## config.mk

```make
export PLATFORM = sky130hd
export DESIGN_NAME = block_unpacker
export DESIGN_NICKNAME = d
export VERILOG_FILES = /design/src/rtl/unpack_pkg.sv /design/src/rtl/word_counter.sv /design/src/rtl/block_unpacker.sv
export SDC_FILE = /design/constraint.sdc
export NUM_CORES = 1
export LEC_CHECK = 0
export CORE_MARGIN = 1.5
export CORE_UTILIZATION = 52
export CTS_CLUSTER_SIZE = 30
export DETAILED_ROUTE_END_ITERATION = 16
export MAX_ROUTING_LAYER = met4
export PLACE_DENSITY_LB_ADDON = 0.3
export SYNTH_ARGS = -nofsm -noshare
export SYNTH_HDL_FRONTEND = slang
export SYNTH_SLANG_ARGS = --single-unit
```

## constraint.sdc

```tcl
create_clock -name Clock -period 8.3 [get_ports Clock]
set_clock_uncertainty 0.1 [all_clocks]
set_input_delay 1.66 -clock Clock [delete_from_list [all_inputs] [get_ports Clock]]
set_output_delay 1.66 -clock Clock [all_outputs]
set_load 0.1 [all_outputs]
```

## src/rtl/unpack_pkg.sv

```systemverilog
// Shared definitions for the block packer/unpacker pair.
package unpack_pkg;

    localparam int unsigned ADDR_W    = 3;
    localparam int unsigned DEF_WIDTH = 32;
    localparam int unsigned DEF_WORDS = 4;

    // Unpacker states
    localparam logic [0:0] IDLE = 1'b0;
    localparam logic [0:0] SEND = 1'b1;

endpackage

```

## src/rtl/word_counter.sv

```systemverilog
// Word index counter that wraps to zero after the last word of a block.
module word_counter
    import unpack_pkg::*;
#(
    parameter int unsigned WORDS = DEF_WORDS
) (
    input  logic              clk,
    input  logic              rst,
    input  logic              clr,
    input  logic              inc,
    output logic [ADDR_W-1:0] idx_next_c,
    output logic              last_c
);

    logic [ADDR_W-1:0] idx_q;
    logic [ADDR_W-1:0] idx_d;

    assign last_c     = (idx_q == ADDR_W'(WORDS - 1));
    assign idx_next_c = idx_d;

    // Next index: clear on block start, advance or wrap on each transfer
    always_comb begin
        idx_d = idx_q;
        if (clr) begin
            idx_d = '0;
        end else if (inc) begin
            idx_d = last_c ? '0 : idx_q + ADDR_W'(1);
        end
    end

    // Index register
    always_ff @(posedge clk or posedge rst) begin
        if (rst) begin
            idx_q <= '0;
        end else begin
            idx_q <= idx_d;
        end
    end

endmodule

```

## src/rtl/block_unpacker.sv

```systemverilog
// Streams a captured WORDS x WIDTH block out one word at a time, word 0 first.
module block_unpacker
    import unpack_pkg::*;
#(
    parameter int unsigned WIDTH = DEF_WIDTH,
    parameter int unsigned WORDS = DEF_WORDS
) (
    input  logic                   Clock,
    input  logic                   Res,
    input  logic                   Load,
    input  logic [WORDS*WIDTH-1:0] In_block,
    output logic                   In_ready,
    output logic                   Out_valid,
    input  logic                   Out_ready,
    output logic [WIDTH-1:0]       Out_data,
    output logic [ADDR_W-1:0]      Addr_out,
    output logic                   Done
);

    logic [0:0]             state_q, state_d;
    logic [WORDS*WIDTH-1:0] buf_q, buf_d;
    logic                   done_q, done_d;
    logic                   in_ready_q, in_ready_d;
    logic                   out_valid_q, out_valid_d;
    logic [WIDTH-1:0]       out_data_q, out_data_d;
    logic [ADDR_W-1:0]      addr_q, addr_d;

    logic                   cnt_clr;
    logic                   cnt_inc;
    logic [ADDR_W-1:0]      idx_next;
    logic                   idx_last;

    // Word k lives in the k-th slice counted from the MSB end
    function automatic logic [WIDTH-1:0] word_sel(input logic [WORDS*WIDTH-1:0] blk,
                                                  input logic [ADDR_W-1:0]      k);
        word_sel = '0;
        for (int unsigned i = 0; i < WORDS; i++) begin
            if (k == ADDR_W'(i)) begin
                word_sel = blk[(WORDS-1-i)*WIDTH +: WIDTH];
            end
        end
    endfunction

    word_counter #(
        .WORDS (WORDS)
    ) u_word_counter (
        .clk        (Clock),
        .rst        (Res),
        .clr        (cnt_clr),
        .inc        (cnt_inc),
        .idx_next_c (idx_next),
        .last_c     (idx_last)
    );

    // Control: block capture, transfer stepping and end-of-block detection
    always_comb begin
        state_d = state_q;
        buf_d   = buf_q;
        done_d  = 1'b0;
        cnt_clr = 1'b0;
        cnt_inc = 1'b0;
        if (state_q == IDLE) begin
            if (Load) begin
                buf_d   = In_block;
                cnt_clr = 1'b1;
                state_d = SEND;
            end
        end else begin
            if (Out_ready) begin
                cnt_inc = 1'b1;
                if (idx_last) begin
                    state_d = IDLE;
                    done_d  = 1'b1;
                end
            end
        end
    end

    // Output next values, derived from the next state so outputs come straight from flops
    always_comb begin
        in_ready_d  = (state_d == IDLE);
        out_valid_d = (state_d == SEND);
        out_data_d  = '0;
        addr_d      = '0;
        if (state_d == SEND) begin
            out_data_d = word_sel(buf_d, idx_next);
            addr_d     = idx_next;
        end
    end

    // State, buffer and output registers
    always_ff @(posedge Clock or posedge Res) begin
        if (Res) begin
            state_q     <= IDLE;
            buf_q       <= '0;
            done_q      <= 1'b0;
            in_ready_q  <= 1'b1;
            out_valid_q <= 1'b0;
            out_data_q  <= '0;
            addr_q      <= '0;
        end else begin
            state_q     <= state_d;
            buf_q       <= buf_d;
            done_q      <= done_d;
            in_ready_q  <= in_ready_d;
            out_valid_q <= out_valid_d;
            out_data_q  <= out_data_d;
            addr_q      <= addr_d;
        end
    end

    assign In_ready  = in_ready_q;
    assign Out_valid = out_valid_q;
    assign Out_data  = out_data_q;
    assign Addr_out  = addr_q;
    assign Done      = done_q;

endmodule

```

==> results of run 1 <==
==> power groups by stage <==
stage	clock [uW]	sequential [uW]	combinational [uW]
3_3_place_gp	0	1400	2470
2_1_floorplan	0	1990	1420
4_1_cts	792	1410	2550
6_report	789	1410	2560
5_1_grt	830	1450	2730
3_5_place_dp	0	1420	2530
==> worst min-delay path by stage <==
stage                    from  slack (ns)         to
floorplan            buf_q[0]        0.34   buf_q[0]
global placement     buf_q[1]        0.36   buf_q[1]
detailed placement  buf_q[63]        0.36  buf_q[63]
CTS                 buf_q[63]        0.38  buf_q[63]
global route        buf_q[94]        0.40  buf_q[94]
finish              buf_q[12]        0.37  buf_q[12]
==> per-layer routing <==
metal | up-vias | global-route usage [%] | part of all wire (%)
met5 | - | - | 0
met4 | 0 | 10.20 | 2.3
met3 | 39 | 4.428 | 4.5
met2 | 217 | 41.86 | 47
met1 | 3286 | 36.74 | 46
li1 | 3099 | - | -
==> cells by family after synthesis <==
group           synth area share [%]
compound gates                 15.21
fa+ha+maj                     0.1498
buf+inv                        4.945
flops                          50.67
mux                            8.452
simple gates                   20.58
==> cells in the mapped netlist (all sizes together) (4+ instances only) <==
library cell	count	area (sq um)
nand2	290	1089
dfrtp	168	4204
o211ai	64	480.5
buf	53	319.1
a22oi	33	266.5
mux2	33	375.3
mux2i	33	330.3
nand3b	33	247.7
or3b	33	289.0
a221oi	32	474.2
clkbuf	20	75.07
inv	5	18.77
nor2	5	21.27
nor2b	4	25.02
==> state kept, by name, summed over array words and instances (netlist names) <==
register	flops
buf_q	128
Out_data	32
Addr_out	3
u_word_counter.idx_q	3
Done	1
In_ready	1
Out_valid	1
==> per-stage QoR <==
stage / hold WS, ns / area, sq um
after floorplan: 0.3450 / 8349
after global placement: 0.3558 / 10040
after detailed placement: 0.3611 / 10040
after CTS: 0.3766 / 10640
after global routing: 0.3999 / 10640
final: 0.3708 / 10640
==> worst max-delay path: cells and delay by family <==
family,cells,cell delay [ns]
AOI/OAI and AO/OA,2,0.51
buffers and inverters,3,1.28
muxes,1,0.30
and+or+nand+nor,1,0.88
==> final cells by class <==
class                   instances  share of cell area, %
flip-flops and latches        169                  39.79
clock buffers                  23                  4.776
clock inverters                 9                 0.8353
repair buffers                178                  16.49
inverters                       5                 0.2235
well taps                     216                  2.541
multi-input cells             571                  35.34
==> flow_metrics.tcl, run 1 <==
set metrics [dict create \
    tns_ns 0 \
    area_delta_synth_final_pct 27.38 \
    initial_core_util_pct 52.94 \
    clk_path_buf_depth 2 \
    cp.arrival_ns 4.76 \
    drt-initial-drc-count 467 \
    postRouteAntennaNets 0 \
    crit-reg2reg-launch "Out_valid" \
    syn_inst 818 \
    rows 46 \
    cts_resized 0 \
    port_buffers 169 \
    hp-class "flip-flop to flip-flop" \
    gp_congestion 0.7591 \
    path_max_fanout 69 \
    finalNonFillerCells 1171 \
    slew_viol_final 0 \
    crit_chain "buf_2 > buf_4 > nor2b_4 > buf_4 > mux2_2 > o211ai_1 > a221oi_2" \
    holdBufCountCts 0 \
    ys_warn_count 0 \
    drv_cap 0 \
    multi_input_area_sq_um 3759 \
    antenna_found_initial 0 \
    setup_ws_ns 3.759 \
    root_buffer "clkbuf_16" \
    p_leak_uw 0.004760 \
    switching_share_pct 45.39 \
    status "finished, final reports clean" \
    cts.sink_count 169 \
    grt_pass1_wl_um 34290 \
    comb_power_share_pct 53.7 \
    r2r_cells 6 \
    fp.dieH_um 129.7 \
    post_cts_buffers 0 \
    ys_seq_elements 169 \
    layout_common_cells "290 x nand2_1, 168 x clkdlybuf4s50_1, 167 x dfrtp_1, 64 x o211ai_1" \
    required_ns 8.52 \
    place_ws_ns 3.402 \
    grt.total_usage_pct 27.26 \
    final_layout_size_suffix_gt1_share_pct 14.76 \
    cp-startpoint "Load" \
    cts_buffers 17 \
    min_period_over_period_pct 54.71 \
    p_clk_share_pct 16.6 \
    grt_max_degree 97 \
    max_freq_mhz 220.2 \
    avgSynthCellArea_sq_um 10.21 \
    yosys.cell_types.count 37 \
    post-route-util_pct 67.44 \
    r2r_setup_slack_ns 4.90 \
    ioPinCount 170 \
    clock_latency_ns 0.43 \
    drc_errors 0 \
    power_density_nw_per_um2 447.5 \
    crit_path_frequent_cell "buf_4" \
    start_kind "input pin" \
    grt-ovfl-total 0 \
    critPathKind "input pin to flip-flop" \
    endpoint "Out_data[7]" \
    grt_pass1_vias 6511 \
    wirelength_um 21640 \
    n_fill_cell 1226 \
    power.internal_uw 2599 \
    slew_headroom_pct 14.15 \
    postSynth.asyncResetShare_pct 100.0 \
    num_antenna_cells 0 \
    slowest_delay_ns 0.88 \
    route.detailed.wl_per_inst_um 18.48 \
    endpoint_kind "flip-flop" \
    p_seq_share_pct 29.7 \
    rsz0062_at_grt "false" \
    path_clk_slew_ns 0.06 \
    synth-main-ff-cell "dfrtp_1" \
    cpMaxStageDelayCell "nor2b_4" \
    die_area_sq_um 16830 \
    synth_area_sq_um 8349 \
    tightest_slew_ns 1.288 \
    final_nets 1075 \
    viasPerCell 5.671 \
    h-tree-depth 4 \
    synth.yosys.seq_area_share_pct 50.67 \
    timing.rr.end "Out_data[20]" \
    final_hold_viol_count 0 \
    p_sw_uw 2160 \
    ir_drop_mv 0.3089 \
    seq_area_sq_um 4232 \
    layout_commonest_cell "nand2_1" \
    power_uw 4759 \
    finalCriticalPeriod_ns 4.541 \
    die_w_um 129.7 \
    whs_path_depth 2 \
    dp_cells 1139 \
    dr.pass1.iters 6 \
    finalSetupViolCount 0 \
    cts_tree "done" \
    hpwlAfterDp_um 12900 \
    syn_nets 951 \
    synth_edf_count 0 \
    fp.coreArea_sq_um 15770 \
    vias 6641 \
]
(Power assumes the default switching activity.)
==> run 2: changes to the inputs <==
==> constraint.sdc (replaced) <==
create_clock -name Clock -period 4.2 [get_ports Clock]
set_clock_uncertainty 0.1 [all_clocks]
set_input_delay 0.84 -clock Clock [delete_from_list [all_inputs] [get_ports Clock]]
set_output_delay 0.84 -clock Clock [all_outputs]
set_load 0.1 [all_outputs]
==> run 2 against run 1 <==
  * Setup slack worse by 2.6 ns
  * Utilization up 0.53 points
  * Count of clock-buffer cells in the layout unchanged
  * Worst hold slack better by 0.0011 ns
  * Global-route usage up 0.074 points
  * Final cell count up 0.68%
  * Critical endpoint is now Out_data[9]
  * Largest cell class unchanged
==> flow_metrics.tcl, run 2 (synthesized netlist as in run 1, its figures left out) <==
set metrics [dict create \
    hp-class "flip-flop to flip-flop" \
    grt-ovfl-total 0 \
    final_layout_size_suffix_gt1_share_pct 15.47 \
    min_to "buf_q[15]" \
    initial_core_util_pct 52.94 \
    drv_cap 0 \
    finalNonFillerCells 1179 \
    holdBufCountCts 0 \
    path_max_fanout 60 \
    grt.total_usage_pct 27.34 \
    cts_resized 0 \
    dr.pass1.iters 5 \
    place_area_sq_um 10130 \
    drt-initial-drc-count 546 \
    clock_latency_ns 0.43 \
    setup_ws_ns 1.171 \
    path_clk_slew_ns 0.06 \
    root_buffer "clkbuf_16" \
    grt_pass1_wl_um 34380 \
    layout_commonest_cell "nand2_1" \
    max_freq_mhz 330.1 \
    route.detailed.wl_per_inst_um 18.16 \
    power_density_nw_per_um2 876.7 \
    largest_reg_flops 128 \
    cts.sink_count 169 \
    wirelength_um 21410 \
    finalCriticalPeriod_ns 3.029 \
    area_delta_synth_final_pct 28.38 \
    postRouteAntennaNets 0 \
    dp_cells 1147 \
    power.internal_uw 5153 \
    place_ws_ns 0.7965 \
    switching_share_pct 45.16 \
    endpoint_kind "flip-flop" \
    antenna_found_initial 0 \
    clk_path_buf_depth 2 \
    cts_tree "done" \
    viasPerCell 5.655 \
    fp.dieH_um 129.7 \
    fp.coreArea_sq_um 15770 \
    grt_max_degree 97 \
    n_fill_cell 1272 \
    finalInstanceArea_sq_um 10720 \
    vias 6667 \
    cp.arrival_ns 3.25 \
    crit-reg2reg-launch "u_word_counter.idx_q[0]" \
    rsz0062_at_grt "false" \
    tns_ns 0 \
    crit_chain "clkdlybuf4s50_1 > nand3b_1 > o311a_4 > buf_4 > a22oi_1 > a221oi_2" \
    p_leak_uw 0.004817 \
    layout_common_cells "290 x nand2_1, 167 x dfrtp_1, 167 x clkdlybuf4s50_1, 64 x o211ai_1" \
    r2r_setup_slack_ns 1.31 \
    die_w_um 129.7 \
    gp_congestion 0.7703 \
    min_from "buf_q[15]" \
    ir_drop_mv 0.5746 \
    min_period_over_period_pct 72.12 \
    tightest_slew_ns 1.077 \
    start_kind "input pin" \
    post_cts_buffers 0 \
    final_hold_viol_count 0 \
    required_ns 4.42 \
    p_seq_share_pct 30.0 \
    top_register "buf_q" \
    final_nets 1083 \
    h-tree-depth 4 \
    num_antenna_cells 0 \
    grt_pass1_vias 6707 \
    hpwlAfterDp_um 13470 \
    rows 46 \
    cts_buffers 17 \
    port_buffers 169 \
    p_clk_share_pct 16.4 \
    timing.rr.end "Out_data[9]" \
    r2r_cells 6 \
    critPathKind "input pin to flip-flop" \
    p_sw_uw 4244 \
    status "finished, final reports clean" \
    finalSetupViolCount 0 \
    drc_errors 0 \
    post-route-util_pct 67.97 \
    whs_path_depth 2 \
    ioPinCount 170 \
    die_area_sq_um 16830 \
    cpMaxStageDelayCell "o311a_4" \
    slew_headroom_pct 28.19 \
    comb_power_share_pct 53.6 \
    slowest_delay_ns 0.82 \
    slew_viol_final 0 \
]
-- run 2: layer usage --
layer | share of wire [%] | wire length, um | vias to the layer above | track usage (%)
li1 | - | - | 3123 | -
met1 | 44 | 9432 | 3294 | 35.82
met2 | 49 | 10490 | 218 | 43.79
met3 | 5.1 | 1098 | 32 | 4.346
met4 | 1.8 | 382 | 0 | 9.020
met5 | 0 | 0 | - | -
-- run 2: final cells by class --
class                           instances  area (sq um)  share of cell area (%)
Multi-Input combinational cell        571          3759                   35.06
Inverter                                5         22.52                  0.2101
Clock inverter                          9         88.84                  0.8288
Sequential cell                       169          4232                   39.48
Timing Repair Buffer                  186          1849                   17.25
Clock buffer                           23         498.0                   4.646
Tap cell                              216         270.3                   2.521
-- run 2: how the worst max path moves through the flow --
stage	startpoint	to	slack [ns]
4_1_cts	In_ready	In_ready	1.18
5_1_grt	Out_ready	Out_data[9]	1.05
3_3_place_gp	Out_ready	Out_data[8]	0.89
6_report	Out_ready	Out_data[9]	1.17
2_1_floorplan	Res	Addr_out[0]	1.11
3_5_place_dp	Out_ready	Out_data[9]	0.80
-- run 2: critical path: cells and delay by family --
family                 cells  cell delay, ns
and+or+nand+nor            1            0.18
buffers and inverters      2            0.93
AOI/OAI and AO/OA          3            1.27
-- run 2: power groups by stage --
stage | Clock, uW | Sequential [uW] | Combinational (uW)
6_report | 1540 | 2820 | 5040
3_3_place_gp | 0 | 2810 | 4880
4_1_cts | 1550 | 2820 | 5040
3_5_place_dp | 0 | 2840 | 5010
5_1_grt | 1620 | 2910 | 5390
2_1_floorplan | 0 | 3940 | 2800
-- run 2: stage by stage --
stage          total power, uW  hold WS [ns]
5_1_grt                   9924        0.3915
6_report                  9397        0.3719
3_5_place_dp              7850        0.3614
2_1_floorplan             6738        0.3450
4_1_cts                   9419        0.3767
3_3_place_gp              7697        0.3578
==> patch 1: new RTL, config.mk and constraints of run 2 <==
`out_data_q` no longer has a reset.
--- a/src/rtl/block_unpacker.sv
+++ b/src/rtl/block_unpacker.sv
@@ -96,7 +96,6 @@
             done_q      <= 1'b0;
             in_ready_q  <= 1'b1;
             out_valid_q <= 1'b0;
-            out_data_q  <= '0;
             addr_q      <= '0;
         end else begin
             state_q     <= state_d;
@@ -104,9 +103,12 @@
             done_q      <= done_d;
             in_ready_q  <= in_ready_d;
             out_valid_q <= out_valid_d;
-            out_data_q  <= out_data_d;
             addr_q      <= addr_d;
         end
+    end
+
+    always_ff @(posedge Clock) begin
+        out_data_q <= out_data_d;
     end
 
     assign In_ready  = in_ready_q;
Function: changed (a bounded check fails within 4 cycles, from zero or initial values; the reset may be asserted at any time).
==> patch 1 against run 2 <==
- via count is 24% lower
- power is 5.7% lower
- setup slack worse by 0.25 ns
- synthesized cell count is 31% lower
- critical path depth is 1 higher
- synthesized area is 12% lower
- fmax is 7.8% lower
- sequential cell count stayed put
- cell area is 8.9% lower
- non-clock buffer count is 8 lower
- routed wire length is 21% lower
- critical path type unchanged
==> patch 1: results (changes against run 2) <==
stage	metric	value	unit	change
routing	wl_met1	7120	um	was 9430 um
synthesis	async_reset_ff_share	81.1	%	was 100%
pwr	leakage	4.06	nW	was 4.82 nW
placement	dp_hpwl	10900	um	was 13500 um
global_routing	met3_usage	4.82	%	was 4.35%
routing	wl	16900	um	was 21400 um
routing	routed-wl-met3	880	um	was 1100 um
routing	firstDrtPassIters	4		was 5
pwr	p_int	5.28	mW	was 5.15 mW
critical_path	crit_path_end	Out_data[20]		was Out_data[9]
clock_network	clk_latency	0.43	ns	about the same
min_path	hp-start	buf_q[113]		was buf_q[15]
critical_path	worstReg2RegStart	Out_valid		was u_word_counter.idx_q[0]
critical_path	cpPeakStageDelay	0.89	ns	was 0.82 ns
placement	dpl_cell_area	9130	um^2	was 10100 um^2
clock_network	post_cts_resized	0		unchanged
synthesis	synth.top_cells.by_count	171 x mux2_2, 136 x dfrtp_1, 32 x a22oi_1, 32 x dfxtp_1, 25 x buf_2		was 290 x nand2_1, 168 x dfrtp_1, 64 x o211ai_1
min_path	whs_path_depth	1		was 2
finish	drive_gt1_share	30.1	%	was 15.5%
synthesis	synth_fp_nets	696		was 951
clock_network	htree_num_levels	4		unchanged
placement	gp_congestion	0.778		was 0.770
critical_path	path_max_fanout	35		was 60
sta	slew_headroom	29.7	%	was 28.2%
min_path	hp-class	flip-flop to flip-flop		unchanged
run_status	outcome	completed		unchanged
synthesis	synthTopCellsByArea	dfrtp_1 47%, mux2_2 26%, dfxtp_1 8.8%		was dfrtp_1 50%, nand2_1 13%, o211ai_1 5.8%
pwr	total_power	8.86	mW	was 9.40 mW
global_routing	grtUsageTotal	24.8	%	was 27.3%
critical_path	ff2ff_path_depth	5		was 6
pwr	powerComb	4.48	mW	was 5.04 mW
min_path	hold_end	buf_q[113]		was buf_q[15]
finish	nets	848		was 1083
sta	min_period_over_period	78.2	%	was 72.1%
placement	dp.cells	876		was 1147
finish	n_antenna_cell	0		unchanged
global_routing	use_met1	31.0	%	was 35.8%
routing	post_drt_via_cell_ratio	5.55		was 5.65
global_routing	use_met2	40.5	%	was 43.8%
critical_path	cp.arrival	3.52	ns	was 3.25 ns
critical_path	crit_start	Load		was Out_ready
global_routing	grt_max_degree	138		was 97
global_routing	grt_pass1_vias	5247		was 6707
routing	wl_met2	8700	um	was 10500 um
synthesis	synth_cells	563		was 818
pwr	pwr-share-clk	18.7	%	was 16.4%
pwr	vdd_drop_max	0.645	mV	was 0.575 mV
sta	whs	0.391	ns	was 0.372 ns
global_routing	grt_pass1_wl	27000	um	was 34400 um
placement	preCtsSetupSlack	0.537	ns	was 0.797 ns
critical_path	slowest_stage	a21oi_4		was o311a_4
finish	fillers	954		was 1272
synthesis	ys_seq_area_share	55.7	%	was 50.7%
routing	drtIter0Drc	355		was 546
synthesis	synth.distinct_cells	28		was 37
critical_path	r2r_slack	1.13	ns	was 1.31 ns
routing	wire_per_inst	18.6	um	was 18.2 um
patch 1: cell count changes after synthesis, moves of 21 or more:
| cell | run 2 | this run |
|---|---|---|
| nand2_1 | 290 | 14 |
| mux2_2 | 31 | 171 |
| o211ai_1 | 64 | 0 |
| mux2i_1 | 33 | 0 |
| dfrtp_1 | 168 | 136 |
| dfxtp_1 | 0 | 32 |
| a221oi_2 | 31 | 0 |
| a21oi_1 | 1 | 23 |
| nand3b_1 | 33 | 12 |
| or3b_2 | 21 | 0 |
patch 1: layout make-up:
cell class                      count  area (um^2)  area share (%)
Clock inverter                     12          171            1.76
Tap cell                          180          225            2.31
Multi-Input combinational cell    335         2990            30.6
Inverter                           14         56.3           0.577
Sequential cell                   169         4070            41.7
Timing Repair Buffer              178         1790            18.4
Clock buffer                       20          457            4.68
patch 1: logic make-up after synthesis:
logic type / share of synthesized area (%)
buffers and inverters: 3.87
muxes: 26.3
AOI/OAI and AO/OA: 9.03
DFF: 55.7
adders and majority gates: 0.171
and+or+nand+nor: 4.93
==> patch 2: new RTL, config.mk and constraints of run 2 <==
Without the edit above. Change the package constant `ADDR_W` from 3 to 2.
--- a/src/rtl/unpack_pkg.sv
+++ b/src/rtl/unpack_pkg.sv
@@ -1,7 +1,7 @@
 // Shared definitions for the block packer/unpacker pair.
 package unpack_pkg;
 
-    localparam int unsigned ADDR_W    = 3;
+    localparam int unsigned ADDR_W    = 2;
     localparam int unsigned DEF_WIDTH = 32;
     localparam int unsigned DEF_WORDS = 4;
 
Ports: changed (resized Addr_out); port bits go from 170 to 169. The function was not compared with the original's and may differ.
==> patch 2 against run 2 <==
- routed wire length decreased by 21%
- sequential cell count decreased by 2
- setup slack got worse by 0.30 ns
- synthesized area decreased by 8.3%
- register-to-register slack improved by 0.24 ns
- core utilization increased by 1.1 points
- critical endpoint is now Out_valid
- combinational power decreased by 12%
- largest power group unchanged
- power decreased by 7.0%
- non-clock buffer count decreased by 6
- cell area decreased by 6.7%
- critical path type is now flip-flop to primary output
==> patch 2: results (changes against run 2) <==
stage	metric	value	unit	change
run_status	outcome	completed		unchanged
global_routing	grt_max_degree	168		was 97
routing	wire_per_inst	18.5	um	was 18.2 um
global_routing	grtUsageTotal	23.7	%	was 27.3%
placement	dp_hpwl	11100	um	was 13500 um
sta	slew_headroom	29.7	%	was 28.2%
pwr	leakage	4.34	nW	was 4.82 nW
pwr	netSwitchingPower	3.62	mW	was 4.24 mW
placement	gp_congestion	0.758		was 0.770
min_path	hold_end	buf_q[84]		was buf_q[15]
synthesis	synthTopCellsByArea	dfrtp_1 54%, mux2_2 20%, mux2i_1 8.4%		was dfrtp_1 50%, nand2_1 13%, o211ai_1 5.8%
critical_path	cpLargestDelayFamily	buffers and inverters		was compound AO/OA/AOI/OAI gates
routing	post_drt_via_cell_ratio	5.53		was 5.65
routing	drtIter0Drc	385		was 546
clock_network	clk_latency	0.42	ns	
synthesis	async_reset_ff_share	100	%	unchanged
min_path	whs_path_depth	1		was 2
placement	io_buffer_count	168		was 169
placement	dp.cells	884		was 1147
critical_path	path_max_fanout	30		was 60
critical_path	r2r_slack	1.55	ns	was 1.31 ns
global_routing	grt_pass1_wl	27900	um	was 34400 um
routing	wl	16900	um	was 21400 um
pwr	vdd_drop_max	0.415	mV	was 0.575 mV
global_routing	grt_pass1_vias	5351		was 6707
synthesis	syn_avg_cell_area	13.6	um^2	was 10.2 um^2
synthesis	synth_fp_nets	695		was 951
critical_path	slowest_stage	clkdlybuf4s50_1		was o311a_4
critical_path	r2r_end	Out_data[19]		was Out_data[9]
critical_path	cp.arrival	2.38	ns	was 3.25 ns
min_path	hp-class	flip-flop to flip-flop		unchanged
synthesis	ys_seq_area_share	54.6	%	was 50.7%
synthesis	yosysWarnings	0		unchanged
min_path	hp-start	buf_q[84]		was buf_q[15]
sta	whs	0.394	ns	was 0.372 ns
finish	nets	852		was 1083
finish	drive_gt1_share	25.1	%	was 15.5%
synthesis	yosys.area.top_type_share	54.3	%	was 50.4%
critical_path	cpPeakStageDelay	1.24	ns	was 0.82 ns
synthesis	synth.distinct_cells	31		was 37
synthesis	synth.top_cells.by_count	166 x dfrtp_1, 134 x mux2_2, 64 x mux2i_1		was 290 x nand2_1, 168 x dfrtp_1, 64 x o211ai_1
critical_path	worstReg2RegStart	u_word_counter.idx_q[1]		was u_word_counter.idx_q[0]
patch 2: worst max path at each step:
stage	startpoint	endpoint	slack, ns	cells past startpoint
2_1_floorplan	Res	Addr_out[0]	1.13	1
3_3_place_gp	Out_ready	Out_data[17]	1.11	6
3_5_place_dp	Out_ready	Out_data[9]	1.01	6
4_1_cts	Out_valid	Out_valid	0.85	1
5_1_grt	Out_valid	Out_valid	0.78	1
6_report	Out_valid	Out_valid	0.88	1
patch 2: area by class of cell:
cell class,count,area (um^2)
fillers,1021,4480
flip-flops and latches,167,4180
multi-input cells,348,3210
repair buffers,180,1820
clock buffers,20,447
well taps,184,230
clock inverters,10,82.6
inverters,5,22.5
patch 2: power groups by stage:
| stage | combinational, mW | sequential [mW] | clock [mW] |
|---|---|---|---|
| after floorplan | 2.43 | 3.90 | 0 |
| after global placement | 4.32 | 2.87 | 0 |
| after detailed placement | 4.47 | 2.90 | 0 |
| after CTS | 4.48 | 2.88 | 1.45 |
| after global routing | 4.73 | 2.98 | 1.53 |
| final | 4.45 | 2.87 | 1.42 |
patch 2: logic make-up after synthesis:
logic type | Yosys count | synth area share, %
multiplexers | 202 | 29.0
flip-flops | 167 | 54.6
buffers and inverters | 47 | 3.68
adder cells (fa/ha/maj) | 1 | 0.163
AND/OR/NAND/NOR | 71 | 5.49
AO/OA/AOI/OAI | 74 | 7.08
patch 2: per-layer routing:
metal | track usage [%] | up-vias | wire length (um)
met5 | - | - | 0
met4 | 7.64 | 0 | 164
met3 | 5.97 | 14 | 892
met2 | 38.3 | 146 | 8580
met1 | 29.6 | 2547 | 7250
li1 | - | 2346 | -
patch 2: through the flow:
stage / setup slack (ns) / util, % / instance area (um^2)
3_5_place_dp: 1.01 / 65.4 / 9470
6_report: 0.876 / 69.0 / 10000
5_1_grt: 0.778 / 69.0 / 10000
3_3_place_gp: 1.11 / 65.4 / 9470
4_1_cts: 0.848 / 69.0 / 10000
2_1_floorplan: 1.13 / - / 7660
